**config.mk**
```make
export PLATFORM = sky130hd
export DESIGN_NAME = wc_z_serializer
export DESIGN_NICKNAME = d
export VERILOG_FILES = /design/src/rtl/wc_z_serializer.sv
export SDC_FILE = /design/constraint.sdc
export NUM_CORES = 1
export LEC_CHECK = 0
export CORE_ASPECT_RATIO = 0.7
export CORE_MARGIN = 5
export CORE_UTILIZATION = 30
export DETAILED_ROUTE_END_ITERATION = 8
export GPL_ROUTABILITY_DRIVEN = 0
export HOLD_SLACK_MARGIN = 0.08
export PLACE_DENSITY_LB_ADDON = 0.05
export SYNTH_ARGS = -nofsm -noshare
export SYNTH_HDL_FRONTEND = slang
export SYNTH_SLANG_ARGS = --single-unit
```
**constraint.sdc**
```tcl
create_clock -name clk -period 2.8 [get_ports clk]
set_input_delay 0.7 -clock clk [delete_from_list [all_inputs] [get_ports clk]]
set_output_delay 0.7 -clock clk [all_outputs]
set_load 0.02 [all_outputs]
```
**src/rtl/wc_z_serializer.sv**
```systemverilog
// wc_z_serializer: 2-slot ping-pong buffer that streams each NW-word result frame one DW-bit word per cycle.
// Optional: define WC_SER_CKSUM_EN to append an XOR checksum word to every frame.
module wc_z_serializer #(
    parameter int DW = 10,
    parameter int NW = 5
) (
    input  logic             clk,
    input  logic             rst,
    input  logic [DW*NW-1:0] z_in,
    input  logic             z_valid,
    output logic             z_ready,
    output logic [DW-1:0]    s_data,
    output logic             s_valid,
    output logic             s_sof,
    output logic             s_eof,
    input  logic             s_ready,
    output logic             ovf
);
`ifdef WC_SER_CKSUM_EN
    localparam int NWO = NW + 1;
`else
    localparam int NWO = NW;
`endif
    localparam int IW = $clog2(NWO);
    logic [DW*NW-1:0] slot_q [2];
    logic [DW*NW-1:0] slot_d [2];
    logic [1:0]       count_q, count_d;
    logic             wr_ptr_q, wr_ptr_d, rd_ptr_q, rd_ptr_d;
    logic [IW-1:0]    idx_q, idx_d;
    logic             ovf_q, ovf_d;
    logic [DW-1:0]    s_data_q, s_data_d;
    logic             s_valid_q, s_valid_d, s_sof_q, s_sof_d, s_eof_q, s_eof_d;
    logic             acc, xfer, last;
    logic [DW-1:0]    words [NWO];
`ifdef WC_SER_CKSUM_EN
    logic [DW-1:0]    cksum_q [2];
    logic [DW-1:0]    cksum_d [2];
    logic [DW-1:0]    z_x;
`endif

    assign z_ready = (count_q != 2'd2);
    assign s_data  = s_data_q;
    assign s_valid = s_valid_q;
    assign s_sof   = s_sof_q;
    assign s_eof   = s_eof_q;
    assign ovf     = ovf_q;

    // Next state for buffer/pointers; outputs are precomputed from next state so they register cleanly.
    always_comb begin
        slot_d   = slot_q;
        wr_ptr_d = wr_ptr_q;
        rd_ptr_d = rd_ptr_q;
        idx_d    = idx_q;
        acc      = z_valid & z_ready;
        xfer     = s_valid_q & s_ready;
        last     = xfer & (idx_q == IW'(NWO - 1));
        ovf_d    = ovf_q | (z_valid & ~z_ready);
`ifdef WC_SER_CKSUM_EN
        cksum_d  = cksum_q;
        z_x      = '0;
        for (int k = 0; k < NW; k++) z_x = z_x ^ z_in[k*DW +: DW];
`endif
        if (acc) begin
            slot_d[wr_ptr_q] = z_in;
            wr_ptr_d         = ~wr_ptr_q;
`ifdef WC_SER_CKSUM_EN
            cksum_d[wr_ptr_q] = z_x;
`endif
        end
        if (xfer) idx_d = last ? '0 : idx_q + 1'b1;
        if (last) rd_ptr_d = ~rd_ptr_q;
        count_d = count_q + {1'b0, acc} - {1'b0, last};
        for (int k = 0; k < NW; k++) words[k] = slot_d[rd_ptr_d][k*DW +: DW];
`ifdef WC_SER_CKSUM_EN
        words[NW] = cksum_d[rd_ptr_d];
`endif
        s_valid_d = (count_d != 2'd0);
        s_data_d  = s_valid_d ? words[idx_d] : '0;
        s_sof_d   = s_valid_d & (idx_d == '0);
        s_eof_d   = s_valid_d & (idx_d == IW'(NWO - 1));
    end

    // State and registered outputs; asynchronous active-low reset.
    always_ff @(posedge clk or negedge rst) begin
        if (!rst) begin
            for (int k = 0; k < 2; k++) slot_q[k] <= '0;
`ifdef WC_SER_CKSUM_EN
            for (int k = 0; k < 2; k++) cksum_q[k] <= '0;
`endif
            count_q   <= '0;
            wr_ptr_q  <= 1'b0;
            rd_ptr_q  <= 1'b0;
            idx_q     <= '0;
            ovf_q     <= 1'b0;
            s_data_q  <= '0;
            s_valid_q <= 1'b0;
            s_sof_q   <= 1'b0;
            s_eof_q   <= 1'b0;
        end else begin
            slot_q    <= slot_d;
`ifdef WC_SER_CKSUM_EN
            cksum_q   <= cksum_d;
`endif
            count_q   <= count_d;
            wr_ptr_q  <= wr_ptr_d;
            rd_ptr_q  <= rd_ptr_d;
            idx_q     <= idx_d;
            ovf_q     <= ovf_d;
            s_data_q  <= s_data_d;
            s_valid_q <= s_valid_d;
            s_sof_q   <= s_sof_d;
            s_eof_q   <= s_eof_d;
        end
    end
endmodule

```
**After elaboration in Yosys (flattened, before gate mapping)**

Index checks and enable logic that the tools add are counted.

- Register bits after elaboration: 121
- Input bits: 54
- Output and inout port bits: 15
- Logic and storage cells: 51

- $add $sub $neg: 3
- Magnitude comparators: 4
- Eq/ne operators: 3
- Multiplexer cells: 14
- Bitwise gates (word level): 13
- Reduce and logical (&&, ||, !) cells: 3

Operator list:

| kind | count |
|---|---|
| $mux W50 | 4 |
| $bwmux W100 | 1 |
| $mux W100 | 1 |
| $demux W50 S1 | 1 |
| $bmux W10 S3 | 1 |
| $mux W10 | 3 |
| $and A1 B1 Y1 | 6 |
| $eq A3 B3 Y1 const B | 2 |
| $mux W3 | 2 |
| $ge A2 B2 Y1 const B | 2 |
| $ge A4 B4 Y1 const B | 1 |
| $not A1 Y2 | 2 |
| $not A3 Y4 | 1 |
| $add A3 B1 Y3 const B | 1 |
| $logic_not A3 Y1 | 1 |
| $not A1 Y1 | 3 |
| $add A2 B1 Y2 | 1 |
| $lt A2 B1 Y1 const B | 1 |
| $ne A2 B2 Y1 const B | 1 |
| $reduce_bool A2 Y1 | 1 |
| $sub A2 B1 Y2 | 1 |
| $logic_and A1 B1 Y1 | 1 |
| $mux W1 | 1 |
| $or A1 B1 Y1 | 1 |

**Logic depth before layout (Yosys ltp)**

- Depth after elaboration: 14
- Depth in mapped cells: 13
- Mapped depth without buffers: 13

**Worst setup path before layout**

Ideal clock, no wire load.

- Kind: input -> register
- From: input s_ready
- To: register s_data_q[9] (netlist: s_data[9])
- Setup time: 0.141 ns
- Arrival: 2.332 ns
- Required time: 2.659 ns
- Path slack: 0.327 ns
- Stages on the path: 10
- Buffers on the path: 0
- Cells stage by stage: nand4_1 -> inv_1 -> ha_1 -> inv_1 -> ha_1 -> xor3_1 -> or2_1 -> and2b_1 -> nand2_1 -> o211ai_1

- Elaborated cells between the ends (all ways): 16
- Those cells by class: add/sub: 1; mux: 10; bitwise: 4; reduce/logical: 1

RTL lines:

| item | line | source |
|---|---|---|
| start: declaration | 16 | `input logic s_ready,` |
| $and A1 B1 Y1 | 55 | `xfer = s_valid_q & s_ready;` |
| $and A1 B1 Y1 | 56 | `last = xfer & (idx_q == IW'(NWO - 1));` |
| $sub A2 B1 Y2 | 72 | `count_d = count_q + {1'b0, acc} - {1'b0, last};` |
| named net count_d[1] | 27 | `logic [1:0] count_q, count_d;` |
| $reduce_bool A2 Y1 | 77 | `s_valid_d = (count_d != 2'd0);` |
| named net s_valid_d | 32 | `logic s_valid_q, s_valid_d, s_sof_q, s_sof_d, s_eof_q, s_eof_d;` |
| $mux W10 | 78 | `s_data_d = s_valid_d ? words[idx_d] : '0;` |
| named net s_data_d[9] | 31 | `logic [DW-1:0] s_data_q, s_data_d;` |
| end signal: assignment | 109 | `s_data_q <= s_data_d;` |
| end: declaration | 31 |  |

The timed path passes the listed nets, and every way through them passes these cells. The select of a mux whose other input is x is not followed.
A chain may end at the register's enable or synchronous reset.

==> results.txt <==
----------------------------------------------------
[Floorplan]
  Area of the die ... approximately 22000 sq um
  I/O pin cnt ... 69
  Starting density of the core ... between 30% and 40%
  Placeable core region ... 18900 sq um
  Number of cell rows ... 42
  Height of the die ... 126 um
  DIE WIDTH ... ~180 um

[STA]
  Slew Viols, Final ... 0
  Final setup violating endpoints ... 0
  Highest achievable clock rate ... around 0.38 GHz
  Setup WS post-layout ... roughly 0.13 ns
  Final critical-path share of the clock period ... a little over nine tenths
  Final hold viol count ... 0
  Clock Skews ... about 0.014 ns
  Final Critical Period ... 2.67 ns
  Relative slew slack ... slightly below 60%
  Tightest Pin Transition ... 0.627 ns
  RSZ-0062 raised after global routing ... no

[Worst setup path]
  Cell mode on critical path ... sky130_fd_sc_hd__buf_4
  CP max FO ... 34
  Element type at the critical path end ... flop
  Critical path arrival ... between 2 and 3 ns
  Slowest stage cell on the critical path ... sky130_fd_sc_hd__clkdlybuf4s50_1
  Biggest cell delay along the critical path ... 0.54 ns
  Crit Path Category ... input pin to flop
  Worst Path Required ... around 3.1 ns
  Cell-by-cell listing of the critical path ... clkdlybuf4s50_1, buf_4, nor3b_4, buf_12, mux2_1, o211a_1, a31oi_1, buf_4, o211ai_2
  Startpoint kind of the worst setup timing path ... input pin

[Synthesis]
  Synthesized cell area ... a little under 6000 sq um
  Ranking of synthesized cells by instance count ... 121 x sky130_fd_sc_hd__dfrtp_1, 56 x sky130_fd_sc_hd__nand3_1, 45 x sky130_fd_sc_hd__nand2_1
  XOR/XNOR Fraction of Synth Area ... less than 1%
  Number of synthesized register bits ... 121
  Prevailing post-synth register cell ... sky130_fd_sc_hd__dfrtp_1
  Sequential element share of the synthesized area ... between 50% and 60%
  Net count after synthesis ... 553
  Count of yosys warnings during synthesis ... 0
  Number of instances in the synthesized netlist ... a little under 500
  Adder-cell area share of the yosys netlist ... 0.869%
  Post-synthesis async set-or-reset flop share ... 100%
  Library cell with the highest instance count after synthesis ... sky130_fd_sc_hd__dfrtp_1
  Yosys cell types ... 48
  Leading cell types by total area after synthesis ... sky130_fd_sc_hd__dfrtp_1 53%, sky130_fd_sc_hd__mux2_1 8.6%, sky130_fd_sc_hd__nand3_1 4.9%, sky130_fd_sc_hd__o211a_1 4.9%, sky130_fd_sc_hd__mux2_2 3.9%
  Simple-Gate Fraction of Synth Area ... 13.0%
  Share of the synthesized area in the top cell type ... about 53%
  Mean instance size in the synthesized netlist ... ~12 sq um
  Post-synthesis compound-gate area fraction ... about 15%
  Combinational family with the most area after synthesis ... compound AO/OA/AOI/OAI gates
  Cell type contributing the most total cell area after synthesis ... sky130_fd_sc_hd__dfrtp_1
  Number of enable flip-flop cells after synthesis ... 0
  Multiplexer share of the synthesized area ... 14.2%

[Pwr]
  Leakage dissipation ... roughly 3.5 nW
  PnR Total Power ... roughly 9.7 mW
  Maximum VDD drop ... about 0.47 mV
  Power density over the cells ... approximately 1300 nW/um^2

[CTS]
  Maximum buffer depth of the clock tree ... 2
  Number of buffers inserted during clock tree synthesis ... 17
  TritonCTS clock tree ... yes
  Number of buffers inserted to repair setup after CTS ... 0
  Clock insertion delay at the later pin of the skew report ... approximately 0.42 ns
  CTS sink cnt ... about 120
  Clock edge transition at the registers on the reported setup and hold paths ... around 0.06 ns
  H-tree levels ... 4
  Buffer type at the clock tree root ... sky130_fd_sc_hd__clkbuf_16

[Min path]
  Hold/Removal Path Class ... input pin to asynchronous set/reset pin

[Detailed routing]
  Via density per instance ... slightly above 5
  Remaining design rule violation count ... 0
  Routed wire length per instance ... 20.4 um
  Final routed wirelength across all metal layers ... about 17000 um
  Residual antenna-violating net count after detailed routing ... 0
  Number of detailed-route iterations in the first pass ... 4
  Via count ... ~4200
  DR iter-0 viols ... just under 200

[GRT]
  Vias in the first global route ... approximately 4500
  Wire length of the first global-routing pass ... roughly 27000 um
  Total overflow reported by the global router ... 0
  Pin count of the biggest net entering global routing ... 56
  Number of antenna violations at the first check in global routing ... 0
  Total routing usage reported by global routing ... roughly 16%

[Place]
  Post-DP HPWL ... ~12000 um
  Placement-stage worst setup slack ... -0.475 ns
  IO buf count ... between 60 and 70

[Layout]
  Fraction of layout instances using a drive strength above 1 ... a little under a fifth
  Net count of the finished layout ... between 600 and 700
  Area added between synthesis and finish ... 30.2%
  Final standard cell utilization of the core ... roughly 40%
  Count of inserted antenna diode cells ... 0

[Flow run]
  Max-cap violations ... 0

[Run status]
  Result of the run ... finished clean

----------------------------------------------------
[per-layer routing]
metal	wire [um]	vias to the layer above	share of wire, %	track usage [%]
met5	0	-	0	0
met4	215	0	1.3	4.67
met3	646	16	3.8	4.04
met2	7550	81	44	23.5
met1	8650	2148	51	23.4
li1	-	1958	-	-
[critical path, delay by kind of cell]
kind | cells | cell delay (ns)
AND/OR/NAND/NOR | 1 | 0.23
buffers and inverters | 4 | 1.12
multiplexers | 1 | 0.37
AO/OA/AOI/OAI | 3 | 0.51
[cell type report]
| type | instances | area (sq um) |
|---|---|---|
| fill | 1828 | 11400 |
| sequential | 121 | 3030 |
| multi-input combinational | 332 | 2540 |
| timing repair buffer | 101 | 1030 |
| clock buffer | 24 | 502 |
| tap | 242 | 303 |
| clock inverter | 8 | 67.6 |
| inverter | 8 | 30.0 |
[metrics by stage]
stage	setup TNS, ns	instances	hold WS, ns	area, sq um
6_report	0	836	0.291	7500
5_1_grt	0	836	0.341	7500
4_1_cts	0	835	0.317	7470
3_5_place_dp	-4.85	803	0.460	6890
3_3_place_gp	-4.63	803	0.460	6890
2_1_floorplan	0	495	0.404	5760
[state kept, by name, indices dropped and copies added (netlist names)]
register and cells:
count_q 2, idx_q 3, ovf 1, rd_ptr_q 1
s_data 10, s_eof 1, s_sof 1, s_valid 1
slot_q 100, wr_ptr_q 1
[timing repair]
action / in CTS / in global routing
hold buffers: 0 / 0
gates resized for setup: 3 / 10
gates cloned: 0 / 1
pin swaps: 0 / 2
setup endpoints to repair: 10 / 11
[path summary, 6_finish.rpt]
kind	startpoint	end	slack [ns]	cells after the start
min in group clk	slot_q[16]$_DFF_PN0_	slot_q[16]$_DFF_PN0_	0.48	2
max	z_valid	s_data[7]$_DFF_PN0_	0.13	9
max in group asynchronous	rst	slot_q[8]$_DFF_PN0_	1.83	2
min reg2reg	slot_q[16]$_DFF_PN0_	slot_q[16]$_DFF_PN0_	0.48	2
max reg2reg	idx_q[0]$_DFF_PN0_	s_data[4]$_DFF_PN0_	0.27	12
min	rst	s_eof$_DFF_PN0_	0.29	1
[cells by family (layout without fill, tap and decap cells)]
kind of cell,after synthesis,in the layout
DFF,121,121
adders and majority gates,4,4
AOI/OAI and AO/OA,108,108
muxes,71,71
xor gates and xnor gates,3,3
buffers and inverters,43,141
and+or+nand+nor,145,146
[report_power, final]
| group | switching (mW) | total [mW] | internal [mW] |
|---|---|---|---|
| logic | 2.56 | 4.72 | 2.16 |
| registers | 0.290 | 2.90 | 2.61 |
| clock network | 0.786 | 2.11 | 1.33 |
| total | 3.63 | 9.74 | 6.10 |
[cell usage in the layout, fill, tap and decap left out, types with 2 or more instances in the layout]
cell / n
sky130_fd_sc_hd__clkbuf_1: 2
sky130_fd_sc_hd__o2111ai_1: 3
sky130_fd_sc_hd__or3_1: 3
sky130_fd_sc_hd__nor2_1: 2
sky130_fd_sc_hd__nand2_4: 2
sky130_fd_sc_hd__mux2_2: 20
sky130_fd_sc_hd__clkinv_2: 6
sky130_fd_sc_hd__nand3_1: 56
sky130_fd_sc_hd__mux2_4: 5
sky130_fd_sc_hd__a21oi_1: 2
sky130_fd_sc_hd__clkbuf_8: 5
sky130_fd_sc_hd__clkdlybuf4s50_1: 66
sky130_fd_sc_hd__clkbuf_16: 17
sky130_fd_sc_hd__buf_4: 25
sky130_fd_sc_hd__o21bai_1: 8
sky130_fd_sc_hd__o211ai_2: 8
sky130_fd_sc_hd__o211ai_1: 12
sky130_fd_sc_hd__and2b_4: 2
sky130_fd_sc_hd__o21ai_0: 28
sky130_fd_sc_hd__dfrtp_1: 121
sky130_fd_sc_hd__inv_2: 2
sky130_fd_sc_hd__buf_12: 8
sky130_fd_sc_hd__ha_1: 4
sky130_fd_sc_hd__a31oi_1: 9
sky130_fd_sc_hd__o21bai_2: 2
sky130_fd_sc_hd__nand2_2: 2
sky130_fd_sc_hd__inv_1: 6
sky130_fd_sc_hd__mux2_1: 44
sky130_fd_sc_hd__or2b_1: 3
sky130_fd_sc_hd__nand2b_1: 26
sky130_fd_sc_hd__nand2_1: 43
sky130_fd_sc_hd__o211a_1: 28
Note: power is estimated with default switching activity, not from simulation.
